$ cat src/rtl/mem_arbiter_rr.sv
// mem_arbiter_rr
// Round-robin arbiter that shares one RAM port between NCPU instruction-fetch
// channels and a single data/coherence channel. Instruction channels rotate
// through a registered round-robin pointer. The data channel wins ties, but
// only until it has taken STARVE_LIMIT consecutive grants while a fetch waits.
//
// Ports
//   CLK, RST        clock, synchronous active-high reset
//   ireq/iaddr      per-CPU fetch request and address (CPU i at [i*AW +: AW])
//   iwait/iload     per-CPU wait, broadcast fetch data
//   dren/dwen       data read/write request; daddr/dstore address and data
//   dwait/dload     data wait, read data
//   ramREN/ramWEN   RAM enables; ramaddr/ramstore address and write data
//   ramload         RAM read data
//   ramstate        RAM status, encoded FREE=0 BUSY=1 ACCESS=2 ERROR=3
//   arb_timeout     one-cycle pulse when a stalled grant is abandoned
//
// Build option
//   MEM_ARB_WATCHDOG_EN  enables the WDOG_CYCLES grant watchdog. When it is
//                        not defined, arb_timeout stays 0 and a grant is held
//                        for as long as the RAM stalls.
//
// State table
//   state | meaning
//   IDLE  | no grant, RAM enables low, next owner chosen here
//   GNT_I | fetch granted to owner_q, waiting for ACCESS
//   GNT_D | data channel granted, waiting for ACCESS
module mem_arbiter_rr #(
    parameter int NCPU         = 2,
    parameter int AW           = 32,
    parameter int DW           = 32,
    parameter int STARVE_LIMIT = 4,
    parameter int WDOG_CYCLES  = 64
) (
    input  logic              CLK,
    input  logic              RST,
    input  logic [NCPU-1:0]   ireq,
    input  logic [NCPU*AW-1:0] iaddr,
    output logic [NCPU-1:0]   iwait,
    output logic [DW-1:0]     iload,
    input  logic              dren,
    input  logic              dwen,
    input  logic [AW-1:0]     daddr,
    input  logic [DW-1:0]     dstore,
    output logic              dwait,
    output logic [DW-1:0]     dload,
    output logic              ramREN,
    output logic              ramWEN,
    output logic [AW-1:0]     ramaddr,
    output logic [DW-1:0]     ramstore,
    input  logic [DW-1:0]     ramload,
    input  logic [1:0]        ramstate,
    output logic              arb_timeout
);

    localparam int PW = (NCPU > 1) ? $clog2(NCPU) : 1;
    localparam logic [1:0] RS_ACCESS = 2'd2;
    localparam logic [3:0] DLIM = 4'(STARVE_LIMIT);

    typedef enum logic [1:0] {
        IDLE  = 2'd0,
        GNT_I = 2'd1,
        GNT_D = 2'd2
    } state_t;

    state_t          state_q, state_d;
    logic [PW-1:0]   owner_q, owner_d;
    logic [PW-1:0]   rr_ptr_q, rr_ptr_d;
    logic [3:0]      dcount_q, dcount_d;

    logic [AW-1:0]   iaddr_a [NCPU];
    logic            access;
    logic            wd_expire;
    logic            pick_valid;
    logic [PW-1:0]   pick_idx;
    logic [PW-1:0]   cand;

    assign iload  = ramload;
    assign dload  = ramload;
    assign access = (ramstate == RS_ACCESS);

    for (genvar g = 0; g < NCPU; g++) begin : g_iaddr
        assign iaddr_a[g] = iaddr[g*AW +: AW];
    end

    // First pending CPU strictly after the last completed owner, wrapping.
    always_comb begin
        pick_valid = 1'b0;
        pick_idx   = '0;
        cand       = '0;
        for (int k = 1; k <= NCPU; k++) begin
            cand = PW'((int'(rr_ptr_q) + k) % NCPU);
            if (!pick_valid && ireq[cand]) begin
                pick_valid = 1'b1;
                pick_idx   = cand;
            end
        end
    end

`ifdef MEM_ARB_WATCHDOG_EN
    localparam int WW = $clog2(WDOG_CYCLES + 1);
    logic [WW-1:0] wdog_q, wdog_d;

    // Every grant is entered from IDLE, so holding the counter at zero there
    // is the same as clearing it on grant entry.
    always_comb begin
        wdog_d = wdog_q;
        if (state_q == IDLE) begin
            wdog_d = '0;
        end else if (!access) begin
            wdog_d = wdog_q + 1'b1;
        end
    end

    always_ff @(posedge CLK) begin
        if (RST) begin
            wdog_q <= '0;
        end else begin
            wdog_q <= wdog_d;
        end
    end

    assign wd_expire = (state_q != IDLE) && !access &&
                       (wdog_q == WW'(WDOG_CYCLES - 1));
`else
    assign wd_expire = 1'b0;
`endif

    always_comb begin
        state_d     = state_q;
        owner_d     = owner_q;
        rr_ptr_d    = rr_ptr_q;
        dcount_d    = dcount_q;
        iwait       = '1;
        dwait       = 1'b1;
        ramREN      = 1'b0;
        ramWEN      = 1'b0;
        ramaddr     = '0;
        ramstore    = '0;
        arb_timeout = 1'b0;

        case (state_q)
            IDLE: begin
                if ((dren || dwen) && !(dcount_q == DLIM && |ireq)) begin
                    state_d = GNT_D;
                    // Count only data grants that actually made a fetch wait.
                    if (|ireq) begin
                        dcount_d = (dcount_q == DLIM) ? dcount_q : dcount_q + 4'd1;
                    end else begin
                        dcount_d = '0;
                    end
                end else if (pick_valid) begin
                    state_d = GNT_I;
                    owner_d = pick_idx;
                end
            end

            GNT_I: begin
                ramREN  = 1'b1;
                ramaddr = iaddr_a[owner_q];
                if (access) begin
                    iwait[owner_q] = 1'b0;
                    rr_ptr_d       = owner_q;
                    dcount_d       = '0;
                    state_d        = IDLE;
                end else if (!ireq[owner_q]) begin
                    state_d = IDLE;
                end else if (wd_expire) begin
                    // Abandon the owner but still rotate past it.
                    arb_timeout = 1'b1;
                    rr_ptr_d    = owner_q;
                    state_d     = IDLE;
                end
            end

            GNT_D: begin
                if (dwen) begin
                    ramWEN = 1'b1;
                end else begin
                    ramREN = 1'b1;
                end
                ramaddr  = daddr;
                ramstore = dstore;
                if (access) begin
                    dwait   = 1'b0;
                    state_d = IDLE;
                end else if (!dren && !dwen) begin
                    state_d = IDLE;
                end else if (wd_expire) begin
                    // A stalled data owner hands the next slot to fetches.
                    arb_timeout = 1'b1;
                    dcount_d    = DLIM;
                    state_d     = IDLE;
                end
            end

            default: begin
                state_d = IDLE;
            end
        endcase

        // Reset drops the grant in the same cycle it is asserted.
        if (RST) begin
            iwait       = '1;
            dwait       = 1'b1;
            ramREN      = 1'b0;
            ramWEN      = 1'b0;
            ramaddr     = '0;
            ramstore    = '0;
            arb_timeout = 1'b0;
        end
    end

    always_ff @(posedge CLK) begin
        if (RST) begin
            state_q  <= IDLE;
            owner_q  <= '0;
            rr_ptr_q <= PW'(NCPU - 1);
            dcount_q <= '0;
        end else begin
            state_q  <= state_d;
            owner_q  <= owner_d;
            rr_ptr_q <= rr_ptr_d;
            dcount_q <= dcount_d;
        end
    end

endmodule
$ cat config.mk
export PLATFORM = sky130hd
export DESIGN_NAME = mem_arbiter_rr
export DESIGN_NICKNAME = d
export VERILOG_FILES = /design/src/rtl/mem_arbiter_rr.sv
export SDC_FILE = /design/constraint.sdc
export NUM_CORES = 1
export LEC_CHECK = 0
export BUFFER_PORTS_ARGS = -buffer_cell sky130_fd_sc_hd__buf_4
export CAP_MARGIN = 5
export CORE_AREA = 5 5 113 115
export CTS_CLUSTER_SIZE = 28
export DETAILED_ROUTE_END_ITERATION = 10
export DIE_AREA = 0 0 118 120
export PLACE_DENSITY = 0.54
export SETUP_SLACK_MARGIN = 0.05
export SYNTH_ARGS = -nofsm -noshare
export SYNTH_HDL_FRONTEND = slang
export SYNTH_SLANG_ARGS = --single-unit
$ cat constraint.sdc
create_clock -name CLK -period 2.65 [get_ports CLK]
set_input_delay 0.3975 -clock CLK [delete_from_list [all_inputs] [get_ports CLK]]
set_output_delay 0.3975 -clock CLK [all_outputs]
set_load 0.01 [all_outputs]
==> impl_metrics.json <==
{
  "io-pin-count": 302,
  "grt.total_usage_pct": 12.5,
  "total_power_mw": 1.14,
  "initialDrtViolationCount": 105,
  "crit_top_cell": "buf_4",
  "drc": 0,
  "clock.fmax_mhz": 452,
  "vias_per_cell": 4.44,
  "cts_root_buf": "clkbuf_16",
  "fillers": 1271,
  "vias": 2493,
  "grt_pass1_wl_mm": 14.5,
  "final-instance-count-excl-fill": 562,
  "min_path_cells": 2,
  "synth-seq-cells": 8,
  "antenna_found_initial": 0,
  "die_w_um": 118,
  "layout_setup_ws_ps": 440,
  "layout-drive-gt1-share_pct": 61.0,
  "yosysWarnings": 0,
  "finalWirelength_mm": 9.58,
  "dp_hpwl_mm": 8.21,
  "critical_path_class": "reg2out",
  "drv_slew": 0,
  "place_congestion": 0.829,
  "worst_skew_pair.late_latency_ps": 230,
  "required_ps": 2250,
  "place_ws_ps": 647,
  "grt_max_degree": 37,
  "synth_area_mm2": 0.00207,
  "min_period_over_period_pct": 83.4,
  "drv_cap": 0,
  "gr-total-overflow": 0,
  "antenna_left": 0,
  "cts_max_path_buffers": 2,
  "rr_worst_depth": 6,
  "hp-class": "in2reg",
  "setup_viol_count_final": 0,
  "crit_arrival_ps": 1810,
  "core-area_mm2": 0.0117,
  "critPathLaunchType": "flip-flop",
  "crit_fanout": 36,
  "status": "complete, no violations",
  "cts_sinks": 8,
  "cts_max_level": 1,
  "cts_inserted_buffers": 3,
  "dp_cells": 559,
  "final_nets": 590,
  "hold_violations": 0,
  "skew_ps": 3.13,
  "yosysSeqAreaShare_pct": 7.73,
  "tns_ps": 0,
  "synth_cell_types": 36,
  "fp.dieArea_mm2": 0.0142,
  "synthCells": 284,
  "crit_chain": "buf_4 -> mux2_2 -> a22oi_1 -> nor2_1 -> buf_4",
  "path_clk_slew_ps": 40,
  "die_y_um": 120,
  "ir_drop_mv": 0.190,
  "tightest_slew_ps": 691,
  "leakage_nw": 1.59,
  "firstDrtPassIters": 4,
  "cts_resized": 0,
  "max_stage_delay_ps": 410,
  "slew_headroom_pct": 53.6,
  "post_cts_buffers": 0,
  "powerDensity_mw_per_mm2": 338,
  "fin_crit_ps": 2210,
  "holdBufCountCts": 0,
  "num_rows": 40,
  "area_growth_pct": 62.1,
  "final_common_cell": "buf_4",
  "syn_area_per_cell_um2": 7.30,
  "wire_per_inst_um": 17.0,
  "critPathCaptureType": "output port",
  "mostFrequentLayoutCells": "210 x buf_4, 36 x nor2_1, 33 x and2_1, 32 x mux2_2, 32 x a22oi_1",
  "start_util_pct": 17.7,
  "grt_pass1_vias": 2652,
  "crit_slowest_cell": "buf_4",
  "port_buffers": 204,
  "cts_tree": "built",
  "rsz0062_at_grt": "false",
  "antennaDiodeCount": 0,
  "syn-num-nets": 457
}
[power by group]
group          total, mW  internal, mW  switching (mW)
registers          0.144         0.135         0.00899
clock network      0.256         0.195          0.0612
logic              0.737         0.385           0.351
total               1.14         0.715           0.421
[metrics by stage]
stage | hold slack [ps] | util, % | area [µm²]
after global placement | 462 | 28.0 | 3280
after floorplan | 441 | - | 2070
after CTS | 382 | 28.7 | 3360
after global routing | 386 | 28.7 | 3360
after detailed placement | 472 | 28.0 | 3280
final | 383 | 28.7 | 3360
[area by class of cell]
cell class,instances,area [µm²],share of cell area [%]
Clock buffer,3,75.1,2.23
Inverter,9,33.8,1.01
Multi-Input combinational cell,184,1310,39.0
Sequential cell,8,160,4.77
Tap cell,147,184,5.47
Timing Repair Buffer,211,1600,47.5
[synthesized netlist by cell type]
cell,count,area [µm²]
a22oi_1,32,240
buf_4,65,488
nand4_1,2,12.5
mux2_4,1,15.0
o21ai_1,2,10.0
or3b_1,1,8.76
a21oi_2,1,8.76
mux2_2,32,360
a221oi_2,1,15.0
nor2b_1,3,18.8
and2_1,33,206
clkbuf_1,10,37.5
nand3_1,7,35.0
nor3_1,1,5.00
nor2_1,36,135
buf_6,1,11.3
a31o_2,1,8.76
and3b_1,1,8.76
buf_1,1,3.75
o21ai_0,2,10.0
o21a_1,1,7.51
o211ai_1,2,15.0
or2_1,1,6.26
o221ai_2,1,15.0
mux2i_1,1,10.0
o22ai_1,2,12.5
dfxtp_1,8,160
inv_1,9,33.8
ha_1,5,62.6
nand2_1,8,30.0
o221a_2,1,11.3
nand3b_1,2,15.0
buf_2,6,30.0
a21oi_1,2,10.0
a32o_1,1,10.0
conb_1,1,3.75
[registers in the layout, summed over array words and instances, names as in the netlist]
register,flops
state_q,2
owner_q,1
rr_ptr_q,1
dcount_q,4
[worst paths after layout]
path                    from           to  slack [ps]
hold reg to reg     rr_ptr_q     rr_ptr_q         480
hold / removal           RST   state_q[0]         380
setup / recovery     owner_q   ramaddr[0]         440
setup reg to reg  state_q[1]  dcount_q[2]         840
[per-layer routing]
layer,GRT usage (%),up-vias,share of wire [%]
met4,3.37,0,1.5
met1,12.3,1121,34
li1,-,1169,-
met3,4.85,17,12
met5,0,-,0
met2,24.3,186,53
[cells by family after synthesis]
| logic type | after synthesis | synth area share [%] |
|---|---|---|
| fa+ha+maj | 5 | 3.02 |
| flops | 8 | 7.73 |
| buf+inv | 92 | 29.2 |
| simple gates | 95 | 23.2 |
| compound gates | 49 | 18.1 |
| mux | 34 | 18.6 |
| other cells | 1 | 0.181 |
[worst max-delay path, delay by kind of cell (launching register included)]
kind                   cells  cell delay, ps
flip-flops                 1             300
buffers and inverters      2             560
AND/OR/NAND/NOR            1              70
multiplexers               1             390
AO/OA/AOI/OAI              1             230
Note: power is estimated with default switching activity, not from simulation.
